===== src/rtl/round_robin_arbiter_if.sv =====
// Request/grant bundle between requesting agents and the round-robin arbiter.
// The master side drives requests and ack; the slave (arbiter) returns the grant.
interface round_robin_arbiter_if #(
    parameter int unsigned WIDTH = 4
);
    localparam int unsigned IDX_W = (WIDTH > 1) ? $clog2(WIDTH) : 1;

    logic             en;
    logic [WIDTH-1:0] requests;
    logic             ack;
    logic [WIDTH-1:0] sel;
    logic [IDX_W-1:0] sel_idx;
    logic             busy;
    logic             timeout;

    modport master (
        output en, requests, ack,
        input  sel, sel_idx, busy, timeout
    );

    modport slave (
        input  en, requests, ack,
        output sel, sel_idx, busy, timeout
    );
endinterface


===== src/rtl/round_robin_arbiter.sv =====
// Registered round-robin arbiter: rotating priority pointer, grant held until ack,
// request drop or hold-limit expiry, with zero-bubble handover to the next winner.
module round_robin_arbiter #(
    parameter int unsigned WIDTH    = 4,
    parameter int unsigned START    = 2,
    parameter int unsigned MAX_HOLD = 8
) (
    input  logic                  clk,
    input  logic                  rst_n,
    round_robin_arbiter_if.slave  bus
);
    localparam int unsigned IDX_W = (WIDTH > 1) ? $clog2(WIDTH) : 1;
    localparam int unsigned HCW   = (MAX_HOLD > 0) ? $clog2(MAX_HOLD + 1) : 1;

    typedef enum logic {S_IDLE, S_GRANT} state_e;

    state_e           state_q, state_d;
    logic [IDX_W-1:0] ptr_q, ptr_d;
    logic [WIDTH-1:0] sel_q, sel_d;
    logic [IDX_W-1:0] idx_q, idx_d;
    logic [HCW-1:0]   hold_q, hold_d;
    logic             busy_q, busy_d;
    logic             timeout_q, timeout_d;

    logic             held;
    logic             limit;
    logic             rel;
    logic [IDX_W-1:0] ptr_rel;
    logic [IDX_W:0]   win_idle;
    logic [IDX_W:0]   win_rel;

    // Returns {found, index} of the first set request scanning from p with wrap at WIDTH.
    function automatic logic [IDX_W:0] arbitrate(input logic [IDX_W-1:0] p,
                                                 input logic [WIDTH-1:0] req);
        logic [IDX_W:0]   r;
        logic [WIDTH-1:0] shifted;
        int unsigned      j;
        r = '0;
        for (int unsigned i = 0; i < WIDTH; i++) begin
            j = 32'(p) + i;
            if (j >= WIDTH) j = j - WIDTH;
            shifted = req >> j;
            if (!r[IDX_W] && shifted[0]) r = {1'b1, IDX_W'(j)};
        end
        return r;
    endfunction

    always_comb begin
        state_d   = state_q;
        ptr_d     = ptr_q;
        sel_d     = sel_q;
        idx_d     = idx_q;
        hold_d    = hold_q;
        timeout_d = 1'b0;

        held     = |(bus.requests & sel_q);
        limit    = (MAX_HOLD != 0) && (hold_q == HCW'(MAX_HOLD - 1));
        rel      = bus.ack || !held || limit;
        ptr_rel  = (idx_q == IDX_W'(WIDTH - 1)) ? '0 : idx_q + IDX_W'(1);
        win_idle = arbitrate(ptr_q, bus.requests);
        win_rel  = arbitrate(ptr_rel, bus.requests);

        // Disable aborts any grant without moving the pointer.
        if (!bus.en) begin
            state_d = S_IDLE;
            sel_d   = '0;
            idx_d   = '0;
            hold_d  = '0;
        end else begin
            case (state_q)
                S_IDLE: begin
                    if (win_idle[IDX_W]) begin
                        state_d = S_GRANT;
                        idx_d   = win_idle[IDX_W-1:0];
                        sel_d   = WIDTH'(1) << win_idle[IDX_W-1:0];
                        hold_d  = '0;
                    end
                end
                S_GRANT: begin
                    if (rel) begin
                        ptr_d     = ptr_rel;
                        timeout_d = limit && !bus.ack && held;
                        hold_d    = '0;
                        // Re-arbitrate from the advanced pointer so handover has no bubble.
                        if (win_rel[IDX_W]) begin
                            idx_d = win_rel[IDX_W-1:0];
                            sel_d = WIDTH'(1) << win_rel[IDX_W-1:0];
                        end else begin
                            state_d = S_IDLE;
                            idx_d   = '0;
                            sel_d   = '0;
                        end
                    end else begin
                        hold_d = hold_q + HCW'(1);
                    end
                end
                default: state_d = S_IDLE;
            endcase
        end

        busy_d = |sel_d;
    end

    always_ff @(posedge clk or negedge rst_n) begin
        if (!rst_n) begin
            state_q   <= S_IDLE;
            ptr_q     <= IDX_W'(START);
            sel_q     <= '0;
            idx_q     <= '0;
            hold_q    <= '0;
            busy_q    <= 1'b0;
            timeout_q <= 1'b0;
        end else begin
            state_q   <= state_d;
            ptr_q     <= ptr_d;
            sel_q     <= sel_d;
            idx_q     <= idx_d;
            hold_q    <= hold_d;
            busy_q    <= busy_d;
            timeout_q <= timeout_d;
        end
    end

    assign bus.sel     = sel_q;
    assign bus.sel_idx = idx_q;
    assign bus.busy    = busy_q;
    assign bus.timeout = timeout_q;
endmodule


===== src/flat_wrapper.sv =====
// flat-port wrapper written by rule: the top's interface ports become plain ports
module round_robin_arbiter_flat 
#(
    parameter int unsigned WIDTH    = 4,
    parameter int unsigned START    = 2,
    parameter int unsigned MAX_HOLD = 8
)
  (clk, rst_n, bus_en, bus_requests, bus_ack, bus_sel, bus_sel_idx, bus_busy, bus_timeout);
  round_robin_arbiter_if #(.WIDTH(WIDTH)) bus_i ();
  input  logic clk;
  input  logic rst_n;
  input wire logic [$bits(bus_i.en)-1:0] bus_en;
  input wire logic [$bits(bus_i.requests)-1:0] bus_requests;
  input wire logic [$bits(bus_i.ack)-1:0] bus_ack;
  output wire logic [$bits(bus_i.sel)-1:0] bus_sel;
  output wire logic [$bits(bus_i.sel_idx)-1:0] bus_sel_idx;
  output wire logic [$bits(bus_i.busy)-1:0] bus_busy;
  output wire logic [$bits(bus_i.timeout)-1:0] bus_timeout;
  assign bus_i.en = bus_en;
  assign bus_i.requests = bus_requests;
  assign bus_i.ack = bus_ack;
  assign bus_sel = bus_i.sel;
  assign bus_sel_idx = bus_i.sel_idx;
  assign bus_busy = bus_i.busy;
  assign bus_timeout = bus_i.timeout;
  round_robin_arbiter #(.WIDTH(WIDTH), .START(START), .MAX_HOLD(MAX_HOLD)) u_core (.clk(clk), .rst_n(rst_n), .bus(bus_i));
endmodule

===== config.mk =====
export PLATFORM = sky130hd
export DESIGN_NAME = round_robin_arbiter_flat
export DESIGN_NICKNAME = d
export VERILOG_FILES = /design/src/rtl/round_robin_arbiter_if.sv /design/src/rtl/round_robin_arbiter.sv /design/src/flat_wrapper.sv
export SDC_FILE = /design/constraint.sdc
export NUM_CORES = 1
export LEC_CHECK = 0
export CORE_MARGIN = 10
export CORE_UTILIZATION = 44
export CTS_CLUSTER_SIZE = 12
export DETAILED_ROUTE_END_ITERATION = 10
export PLACE_DENSITY = 0.67
export SYNTH_ARGS = -nofsm -noshare
export SYNTH_HDL_FRONTEND = slang
export SYNTH_SLANG_ARGS = --single-unit

===== constraint.sdc =====
create_clock -name clk -period 3.1 [get_ports clk]
set_input_delay 0.775 -clock clk [delete_from_list [all_inputs] [get_ports clk]]
set_output_delay 0.775 -clock clk [all_outputs]
set_load 0.05 [all_outputs]

* Yosys cells after proc, flatten, opt, wreduce, memory -nomap -nowiden
Cells that the tools add are included.
** Operators by class
- Reduce and logical (&&, ||, !) cells :: 22
- Multiplexer cells :: 39
- $lt $le $gt $ge :: 8
- Equal/unequal tests :: 4
- $add $sub $neg :: 16
- $mul :: 0
- Shift operators :: 10
- Divide/modulo/power cells :: 0
- Bitwise operators :: 2
** Operators with widths (number)
- $mux 32 :: 8
- $shr 4x32->1 :: 8
- $ge 32x3->1 const B :: 6
- $sub 32x3->32 const B :: 6
- $mux 4 :: 7
- $mux 3 :: 8
- $pmux 4 s2 :: 2
- $add 2x2->3 const B :: 4
- $mux 2 :: 5
- $logic_and 1x1->1 :: 8
- $logic_not 1->1 :: 8
- $reduce_or 4->1 :: 2
- $shl 1x2->4 const A :: 2
- $sub 2x3->4 const B :: 2
- $mux 1 :: 7
- $add 2x1->3 const B :: 2
- $ge 2x3->1 const B :: 2
- $add 4x1->4 const B :: 1
- $and 4x4->4 :: 1
- $eq 4x3->1 const B :: 1
- $pmux 2 s2 :: 1
- $ne 3x2->1 const B :: 1
- $ne 3x3->1 const B :: 1
- $reduce_and 3->1 :: 1
- 6 further kinds :: 7
** Word-level totals
- Register bits :: 15
- Input bits :: 8
- Latch bits :: 0
- Memories kept :: 0
- Memory bits (read-only) :: 0
- Word-level logic and storage cells :: 108
- Bits in writable memories :: 0

* Longest topological paths before layout
Gate-level depths: netlist (run 1).
- Depth after elaboration :: 21
- Gate-level depth with buffers :: 11

* Worst setup path after synthesis (run 1)
No wires, ideal clock.
- Path type :: register to register
- Start point :: register u_core.idx_q[0] (netlist: u_core.bus.sel_idx[0])
- End point :: register u_core.busy_q (netlist: u_core.bus.busy)
- Slack :: 19 ps
- Library setup time :: 139 ps
- Period minus slack after synthesis :: 3081 ps
- Arrival time :: 2943 ps
- Stages on the path, launching flop included :: 11
- Data required time :: 2961 ps
- Cell sequence :: dfrtp_1 > inv_1 > ha_1 > clkbuf_1 > nand2_1 > o31ai_4 > o21ai_0 > a2bb2oi_2 > nand3b_1 > a311oi_1 > or4_1
** On the way
- Longest elaborated chain between the ends :: 21
- Elaborated cells on any way between the ends :: 38
- Classes of those cells :: add/sub: 8; order compare: 4; eq/ne: 1; shift: 5; mux: 13; reduce/logical: 7
** Ends and longest elaborated chain
- from (decl) :: RTL line round_robin_arbiter.sv:20 : logic [IDX_W-1:0] idx_q, idx_d;
- from (signal assigned) :: RTL line round_robin_arbiter.sv:117 : idx_q <= idx_d;
- $add 2x1->2 / $eq 2x2->1 (equally long branches) :: RTL line round_robin_arbiter.sv:59 : ptr_rel = (idx_q == IDX_W'(WIDTH - 1)) ? '0 : idx_q + IDX_W'(1);
- $mux 2 (*) :: RTL line round_robin_arbiter.sv:59
- net u_core.ptr_rel[1] :: RTL line round_robin_arbiter.sv:28 : logic [IDX_W-1:0] ptr_rel;
- branches (longest 12 deep; another with $sub 32x3->32)
- $mux 3 (*) :: RTL line round_robin_arbiter.sv:43 : if (!r[IDX_W] && shifted[0]) r = {1'b1, IDX_W'(j)};
- $shl 1x2->4 :: RTL line round_robin_arbiter.sv:87 : sel_d = WIDTH'(1) << win_rel[IDX_W-1:0];
- $mux 4 (*) :: RTL line round_robin_arbiter.sv:85 : if (win_rel[IDX_W]) begin
- $mux 4 (*) :: RTL line round_robin_arbiter.sv:80 : if (rel) begin
- $pmux 4 s2 (*) :: RTL line round_robin_arbiter.sv:70 : case (state_q)
- $mux 4 (*) :: RTL line round_robin_arbiter.sv:64 : if (!bus.en) begin
- net u_core.sel_d[3] :: RTL line round_robin_arbiter.sv:19 : logic [WIDTH-1:0] sel_q, sel_d;
- $reduce_or 4->1 (*) :: RTL line round_robin_arbiter.sv:101 : busy_d = |sel_d;
- net u_core.busy_d :: RTL line round_robin_arbiter.sv:22 : logic busy_q, busy_d;
- to (signal assigned) :: RTL line round_robin_arbiter.sv:119 : busy_q <= busy_d;
- to (decl) :: RTL line round_robin_arbiter.sv:22
Mark *: on every way through the listed nets, which the timed path passes.
A chain may end at the register's enable or synchronous reset.

* Worst setup path in the final report (run 1)
- Start point :: register u_core.idx_q[0] (netlist: u_core.bus.sel_idx[0])
- End point :: register u_core.busy_q (netlist: u_core.bus.busy)
** On the way
- Longest elaborated chain between the ends :: 21
- Elaborated cells on any way between the ends :: 38
- Classes of those cells :: add/sub: 8; order compare: 4; eq/ne: 1; shift: 5; mux: 13; reduce/logical: 7
** Ends and longest elaborated chain (RTL line)
- $add 2x1->2 / $eq 2x2->1 (equally long branches) :: round_robin_arbiter.sv:59
- $mux 2 (*) :: round_robin_arbiter.sv:59
- branches (longest 12 deep; another with $sub 32x3->32)
- $mux 3 (*) :: round_robin_arbiter.sv:43
- $shl 1x2->4 :: round_robin_arbiter.sv:87
- $mux 4 (*) :: round_robin_arbiter.sv:85
- $mux 4 (*) :: round_robin_arbiter.sv:80
- $pmux 4 s2 (*) :: round_robin_arbiter.sv:70
- $mux 4 (*) :: round_robin_arbiter.sv:64
- net u_core.sel_d[3] :: round_robin_arbiter.sv:19
- $reduce_or 4->1 (*) :: round_robin_arbiter.sv:101
- net u_core.busy_d :: round_robin_arbiter.sv:22
Marked as above.

==> flow_summary.json, run 1 <==
{
  "antenna_left": 0,
  "avgSynthCellArea_um2": 9.23,
  "drc": 0,
  "ys_seq_area_share_pct": 25.8,
  "power_uw": 1930,
  "grt.total_usage_pct": 11.5,
  "synth-warning-count": 0,
  "min_to": "u_core.hold_q[3]",
  "rr_worst_depth": 9,
  "synth_ff_type": "dfrtp_1",
  "maxCapViolations": 0,
  "leakagePower_uw": 0.000807,
  "startpoint_type": "flip-flop",
  "htreeDepth": 1,
  "powerDensity_nw_per_um2": 1080,
  "clk_latency_ns": 0.28,
  "grt_util_met3_pct": 2.76,
  "path_delay_family": "compound AO/OA/AOI/OAI gates",
  "fp.dieH_um": 77.6,
  "path_buf_inv": 0,
  "synth_cell_types": 59,
  "worstHoldPathCells": 1,
  "rrSetupSlack_ns": 0.29,
  "drive_gt1_share_pct": 25.9,
  "hold_viol": 0,
  "synthArstFlopShare_pct": 100,
  "multi_input_area_um2": 976,
  "synth_cells": 158,
  "gp_congestion": 0.895,
  "cts_buffers": 3,
  "regArea_um2": 377,
  "overflow": 0,
  "cts_resized": 0,
  "drv_slew": 0,
  "root_buffer": "clkbuf_4",
  "synth-edff-count": 0,
  "grt_pass1_vias": 1313,
  "critPathKind": "flip-flop to flip-flop",
  "totalWireLength_um": 3500,
  "setup_viol": 0,
  "grt_pass1_wl_um": 5970,
  "cts_sinks": 15,
  "wire_per_inst_um": 15.0,
  "core_area_um2": 3100,
  "dr.pass1.iters": 4,
  "grt.busiest_layer": "met2",
  "tightest_slew_ns": 0.645,
  "io_buffers": 15,
  "drtIter0Drc": 107,
  "num_vias": 1362,
  "nets": 205,
  "peakVddDrop_uv": 445,
  "clkSlewWorstSetupHoldPaths_ns": 0.08,
  "cts_tree": "built",
  "die_width_um": 77.6,
  "cpMaxStageDelayCell": "or4_1",
  "fin_skew_ns": 0.000923,
  "hold_start": "u_core.hold_q[3]",
  "syn_nets": 173,
  "end_kind": "flip-flop",
  "hold_buffers": 0,
  "fill_cells": 296,
  "run_status": "complete, no violations",
  "synth_area_um2": 1460,
  "antenna_found_initial": 0,
  "min_period_over_period_pct": 90.6,
  "hold_ws_ns": 0.489,
  "met1_usage_pct": 14.2,
  "critical_path_arrival_ns": 2.97,
  "row_count": 20,
  "r2r_end": "u_core.bus.busy",
  "area_delta_synth_final_pct": 22.4,
  "worstPathRequired_ns": 3.26,
  "rr_startpoint": "u_core.bus.sel_idx[0]",
  "critical_path.cell_chain": "ha_1 > mux2_1 > a211oi_1 > a221o_2 > o21ai_0 > a2bb2oi_2 > nand3b_1 > a311oi_1 > or4_1",
  "hold_class": "flip-flop to flip-flop",
  "die-area_um2": 6020,
  "antenna_cells": 0,
  "max-slew-margin-rel_pct": 56.9,
  "hpwlAfterDp_um": 2840,
  "cp_max_fo": 5,
  "ys_ff_latch": 15,
  "initial_core_util_pct": 47.0,
  "fmax_mhz": 356,
  "cpPeakStageDelay_ns": 0.52,
  "io_pins": 16,
  "rsz0062_at_grt": "no",
  "met2_usage_pct": 19.8,
  "via_per_inst": 5.85,
  "clockBufferDepth": 2,
  "grt_max_degree": 18,
  "finalCriticalPeriod_ns": 2.81,
  "postCtsSetupBuffers": 0
}
cells by family (layout without fill, tap and decap cells):
family                   count (synthesis)  after routing  synth area share [%]
AO/OA/AOI/OAI                           54             54                  29.0
buffers and inverters                   17             48                  7.29
adder cells (fa/ha/maj)                  7              7                  6.00
multiplexers                            14             14                  11.7
AND/OR/NAND/NOR                         51             51                  20.2
flip-flops                              15             15                  25.8
cell usage in the layout (no fill, tap or decap), drive strengths merged, types with 3 or more instances in the layout:
cell type       n
a21oi           8
dlymetal6s2s    4
a311oi          3
a21o            3
mux2            4
dfrtp          14
o21ai          11
inv             7
clkdlybuf4s50  11
a22oi           3
nand2          14
nor3            3
mux2i           8
clkbuf          4
buf            22
ha              7
and2            4
nand3           4
nor2           14
a211oi          4
Yosys cell counts (all sizes together), types with 2 or more instances:
cell	instances	area share, %
nand3b	2	1.0
nor2b	2	0.86
a211oi	4	2.4
o31ai	2	2.0
buf	7	4.0
o2bb2ai	2	1.6
and2	4	1.8
a311oi	3	1.8
clkbuf	3	1.5
dfrtp	14	24
inv	7	1.8
a221oi	2	1.2
o22ai	2	0.86
mux2	4	3.1
nand2	14	3.6
a22oi	3	1.9
a22o	2	1.3
mux2i	8	5.5
and2b	2	1.1
nor4	2	1.9
o21ai	11	3.8
ha	7	6.0
mux4	2	3.1
a21o	3	1.5
a21oi	8	2.7
nor2	14	4.1
nor3	3	1.4
nand3	4	1.4
o211ai	2	1.0
how the worst max path moves through the flow:
stage | startpoint | end | slack, ns | cells past startpoint
6_report | u_core.bus.sel_idx[0] | u_core.bus.busy | 0.29 | 9
3_3_place_gp | bus_requests[3] | u_core.bus.busy | -0.18 | 8
2_1_floorplan | u_core.bus.sel_idx[0] | u_core.bus.busy | 0.02 | 10
3_5_place_dp | bus_requests[0] | u_core.bus.busy | -0.27 | 9
4_1_cts | bus_requests[0] | u_core.bus.busy | 0.05 | 9
5_1_grt | u_core.bus.sel_idx[0] | u_core.bus.busy | 0.06 | 9
registers in the layout, indices dropped and copies added, names as in the netlist:
name and count:
u_core.bus.sel_idx 2, u_core.ptr_q 2, u_core.hold_q 4, u_core.bus.sel 4, u_core.bus.timeout 1, u_core.bus.busy 1
u_core.state_q 1
power by group:
part	switching [µW]	leakage [µW]	internal [µW]
Combinational	815	0.000599	688
Sequential	62.8	0.000194	257
Clock	60.2	0.0000150	49.9
Total	938	0.000807	995
stage by stage:
stage / TNS, ns / instance area (µm²) / cells / util (%) / worst slack (ns)
2_1_floorplan: 0 / 1460 / 158 / - / 0.0189
6_report: 0 / 1790 / 233 / 57.5 / 0.291
3_5_place_dp: -0.391 / 1750 / 229 / 56.4 / -0.268
5_1_grt: 0 / 1790 / 233 / 57.5 / 0.0576
4_1_cts: 0 / 1780 / 233 / 57.2 / 0.0480
3_3_place_gp: -0.176 / 1750 / 229 / 56.4 / -0.176
cell type report:
cell class,count,area share (%)
Clock buffer,4,1.47
Inverter,7,1.47
Multi-Input combinational cell,126,54.7
Sequential cell,15,21.1
Tap cell,44,3.08
Timing Repair Buffer,37,18.2
layer usage:
layer	up-vias	part of all wire (%)	wire length [µm]
li1	665	-	-
met5	-	0	0
met1	666	44	1540
met4	0	0.40	14
met2	27	52	1820
met3	4	3.6	126
(Power assumes the default switching activity.)
==> run 2, diff against run 1 <==
Settings changed: CTS_BUF_LIST set to sky130_fd_sc_hd__clkbuf_4, CTS_CLUSTER_SIZE 12 to unset.
==> flow_summary.json, run 2 (same netlist as run 1, synthesis figures left out) <==
{
  "cts_resized": 0,
  "cts_buffers": 3,
  "drtIter0Drc": 105,
  "finalCriticalPeriod_ns": 2.81,
  "antenna_left": 0,
  "grt_max_degree": 18,
  "dr.pass1.iters": 4,
  "die-area_um2": 6020,
  "wl_met3_um": 132,
  "root_buffer": "clkbuf_4",
  "fin_skew_ns": 0.00244,
  "regArea_um2": 377,
  "multi_input_area_um2": 976,
  "hpwlAfterDp_um": 2840,
  "drive_gt1_share_pct": 26.5,
  "critPathKind": "flip-flop to flip-flop",
  "io_pins": 16,
  "maxCapViolations": 0,
  "end_kind": "flip-flop",
  "min_period_over_period_pct": 90.6,
  "core_area_um2": 3100,
  "grt.total_usage_pct": 11.4,
  "peakVddDrop_uv": 443,
  "grt_pass1_wl_um": 5950,
  "pre_cts_slack_ns": -0.268,
  "drc": 0,
  "gp_congestion": 0.895,
  "die_width_um": 77.6,
  "power_uw": 1940,
  "fmax_mhz": 356,
  "drv_slew": 0,
  "crit_end": "u_core.bus.busy",
  "cts_tree": "built",
  "rr_startpoint": "u_core.bus.sel_idx[0]",
  "totalWireLength_um": 3520,
  "hold_class": "flip-flop to flip-flop",
  "routed.top_layer": "met4",
  "setup_viol": 0,
  "run_status": "complete, no violations",
  "cp-startpoint": "u_core.bus.sel_idx[0]",
  "fill_cells": 296,
  "max-slew-margin-rel_pct": 56.7,
  "grt_pass1_vias": 1316,
  "cp.depth": 9,
  "cts_sinks": 15,
  "layout.cells.non_filler": 233,
  "clockBufferDepth": 2,
  "tns_ns": 0,
  "cpMaxStageDelayCell": "or4_1",
  "r2r_end": "u_core.bus.busy",
  "antenna_found_initial": 0,
  "final_cell_mix": "buf_4 (22), nand2_1 (14), dfrtp_1 (14), nor2_1 (13), clkdlybuf4s50_1 (11)",
  "antenna_cells": 0,
  "clkSlewWorstSetupHoldPaths_ns": 0.08,
  "rr_worst_depth": 9,
  "wire_per_inst_um": 15.1,
  "worstPathRequired_ns": 3.26,
  "met1Wirelength_um": 1540,
  "initial_core_util_pct": 47.0,
  "powerDensity_nw_per_um2": 1090,
  "htreeDepth": 1,
  "rsz0062_at_grt": "no",
  "leakagePower_uw": 0.000811,
  "overflow": 0,
  "io_buffers": 15,
  "row_count": 20,
  "clk_latency_ns": 0.28,
  "critical_path.cell_chain": "ha_1 > mux2_1 > a211oi_1 > a221o_2 > o21ai_0 > a2bb2oi_2 > nand3b_1 > a311oi_1 > or4_1",
  "hold_buffers": 0,
  "postCtsSetupBuffers": 0,
  "setup_ws_ns": 0.291,
  "met2_length_um": 1820,
  "path_buf_inv": 0,
  "area_delta_synth_final_pct": 22.6,
  "tightest_slew_ns": 0.648,
  "via_per_inst": 5.95,
  "startpoint_type": "flip-flop",
  "cpPeakStageDelay_ns": 0.52,
  "cp_max_fo": 5,
  "fp.dieH_um": 77.6,
  "hold_viol": 0,
  "nets": 205,
  "dp.cells": 229,
  "final_common_cell": "buf_4",
  "rrSetupSlack_ns": 0.29,
  "critical_path_arrival_ns": 2.97,
  "path_delay_family": "compound AO/OA/AOI/OAI gates",
  "num_vias": 1386
}
[run 2: worst min path at each step]
stage,startpoint,endpoint,cells past startpoint
after floorplan,u_core.hold_q[3],u_core.hold_q[3],1
after global placement,u_core.hold_q[3],u_core.hold_q[3],1
after detailed placement,u_core.hold_q[3],u_core.hold_q[3],1
after CTS,u_core.hold_q[3],u_core.hold_q[3],1
after global routing,u_core.hold_q[3],u_core.hold_q[3],1
final,u_core.hold_q[3],u_core.hold_q[3],1
[run 2: layer usage]
layer / vias up / GRT usage (%)
met3: 4 / 2.42
li1: 663 / -
met1: 680 / 14.2
met4: 0 / 2.01
met2: 39 / 19.7
met5: - / 0
[run 2: layout make-up]
| type | instances | area share [%] |
|---|---|---|
| well taps | 44 | 3.08 |
| inverters | 7 | 1.47 |
| clock buffers | 4 | 1.68 |
| repair buffers | 37 | 18.2 |
| multi-input cells | 126 | 54.5 |
| flip-flops and latches | 15 | 21.0 |
[run 2: per-stage QoR]
| stage | hold WS (ns) | cell area, µm² | utilization [%] |
|---|---|---|---|
| 6_report | 0.489 | 1790 | 57.7 |
| 2_1_floorplan | 0.436 | 1460 | - |
| 5_1_grt | 0.511 | 1790 | 57.7 |
| 4_1_cts | 0.489 | 1780 | 57.3 |
| 3_5_place_dp | 0.473 | 1750 | 56.4 |
| 3_3_place_gp | 0.460 | 1750 | 56.4 |
[run 2: report_power, final]
group,internal [µW],switching (µW)
registers,257,63.0
logic,688,817
clock network,58.7,59.4
total,1000,939
==> run 3, diff against run 2 <==
Settings changed: GPL_TIMING_DRIVEN set to 0.
==> flow_summary.json, run 3 (same netlist as run 1, synthesis figures left out) <==
{
  "grt_pass1_wl_um": 5660,
  "tns_ns": 0,
  "htreeDepth": 1,
  "switchingPower_uw": 997,
  "drtIter0Drc": 61,
  "layout.cells.non_filler": 227,
  "die-area_um2": 6020,
  "root_buffer": "clkbuf_4",
  "final_util_pct": 58.9,
  "fmax_mhz": 331,
  "tightest_slew_ns": 0.635,
  "cts_sinks": 15,
  "grt_pass1_vias": 1251,
  "worstHoldPathCells": 1,
  "fp.dieH_um": 77.6,
  "clockBufferDepth": 2,
  "fill_cells": 288,
  "overflow": 0,
  "peakVddDrop_uv": 447,
  "comb_power_share_pct": 78.4,
  "cts_tree": "built",
  "dr.pass1.iters": 4,
  "final_common_cell": "clkdlybuf4s50_1",
  "hold_ws_ns": 0.488,
  "core_area_um2": 3100,
  "rrSetupSlack_ns": 0.18,
  "drive_gt1_share_pct": 31.7,
  "area_delta_synth_final_pct": 25.3,
  "startpoint_type": "input pin",
  "initial_core_util_pct": 47.0,
  "io_pins": 16,
  "rr_startpoint": "u_core.bus.sel_idx[0]",
  "drc": 0,
  "hpwlAfterDp_um": 2750,
  "run_status": "complete, no violations",
  "end_kind": "flip-flop",
  "cp_max_fo": 10,
  "io_buffers": 15,
  "final_area_um2": 1830,
  "row_count": 20,
  "clk_latency_ns": 0.28,
  "finalCriticalPeriod_ns": 3.02,
  "min_to": "u_core.hold_q[3]",
  "gp_congestion": 0.863,
  "max-slew-margin-rel_pct": 57.5,
  "hold_buffers": 0,
  "wire_per_inst_um": 15.4,
  "min_period_over_period_pct": 97.4,
  "hold_start": "u_core.hold_q[3]",
  "hold_viol": 0,
  "critPathKind": "input pin to flip-flop",
  "worstPathRequired_ns": 3.25,
  "antenna_cells": 0,
  "powerDensity_nw_per_um2": 1110,
  "rr_worst_depth": 11,
  "grt_max_degree": 16,
  "power_frac_seq_pct": 16.0,
  "leakagePower_uw": 0.000762,
  "antenna_found_initial": 0,
  "nets": 199,
  "num_vias": 1326,
  "maxCapViolations": 0,
  "p_int_uw": 1030,
  "final_cell_mix": "clkdlybuf4s50_1 (15), nor2_1 (13), nand2_1 (13), dfrtp_1 (13)",
  "clkPwrFrac_pct": 5.7,
  "grt.total_usage_pct": 11.0,
  "r2r_end": "u_core.bus.busy",
  "critical_path_arrival_ns": 3.17,
  "clkSlewWorstSetupHoldPaths_ns": 0.08,
  "hold_class": "flip-flop to flip-flop",
  "die_width_um": 77.6,
  "antenna_left": 0,
  "postPlaceCellArea_um2": 1660,
  "cts_buffers": 3,
  "cp-startpoint": "bus_requests[1]",
  "drv_slew": 0,
  "setup_viol": 0,
  "swShare_pct": 49.2,
  "fin_skew_ns": 0.00282,
  "totalWireLength_um": 3500,
  "dp.cells": 217,
  "via_per_inst": 5.84
}
==> run 3: worst max-delay path: stages <==
cell             delay [ns]
clkdlybuf4s50_1        0.42
buf_4                  0.18
mux4_2                 0.54
o21ai_2                0.17
o2bb2ai_2              0.17
nor2_1                 0.09
a211oi_2               0.20
a311oi_1               0.09
or4_1                  0.54
==> run 3: power groups by stage <==
stage                     clock network (µW)  logic [µW]  registers [µW]
final                                    115        1590             324
after global placement                     0        1340             319
after floorplan                            0         953             447
after detailed placement                   0        1380             321
after CTS                                121        1390             332
after global routing                     129        1710             336
==> run 3: stage by stage <==
stage,setup slack (ns),power (µW)
global route,-0.0145,2170
finish,0.0804,2030
CTS,0.00248,1840
detailed placement,-0.328,1700
floorplan,0.0189,1400
global placement,-0.301,1660
==> run 3: cell type report <==
class	instances	area [µm²]	area share [%]
clock buffers	4	30.0	1.64
repair buffers	22	215	11.8
multi-input cells	126	1040	56.7
inverters	7	26.3	1.44
flip-flops and latches	15	378	20.7
plain buffers	9	86.3	4.72
well taps	44	55.1	3.01
==> run 3: per-layer routing <==
layer,track usage (%),vias up,share of wire [%]
li1,-,646,-
met1,12.8,662,43
met2,19.4,14,54
met3,2.88,4,2.7
met4,3.10,0,0.40
met5,0,-,0
==> run 3: how the worst max path moves through the flow <==
stage                            endpoint  slack (ns)  cells after the start
after floorplan           u_core.bus.busy        0.02                     10
after global placement    u_core.bus.busy       -0.30                     10
after detailed placement  u_core.bus.busy       -0.33                     10
after CTS                 u_core.bus.busy       0.002                      9
after global routing      u_core.bus.busy       -0.01                     10
final                     u_core.bus.busy        0.08                      9
==> run 3: what timing repair did <==
action	CTS	global route
pin swaps	1	4
resized for setup	2	18
buffers inserted	1	6
setup endpoints to repair	1	2
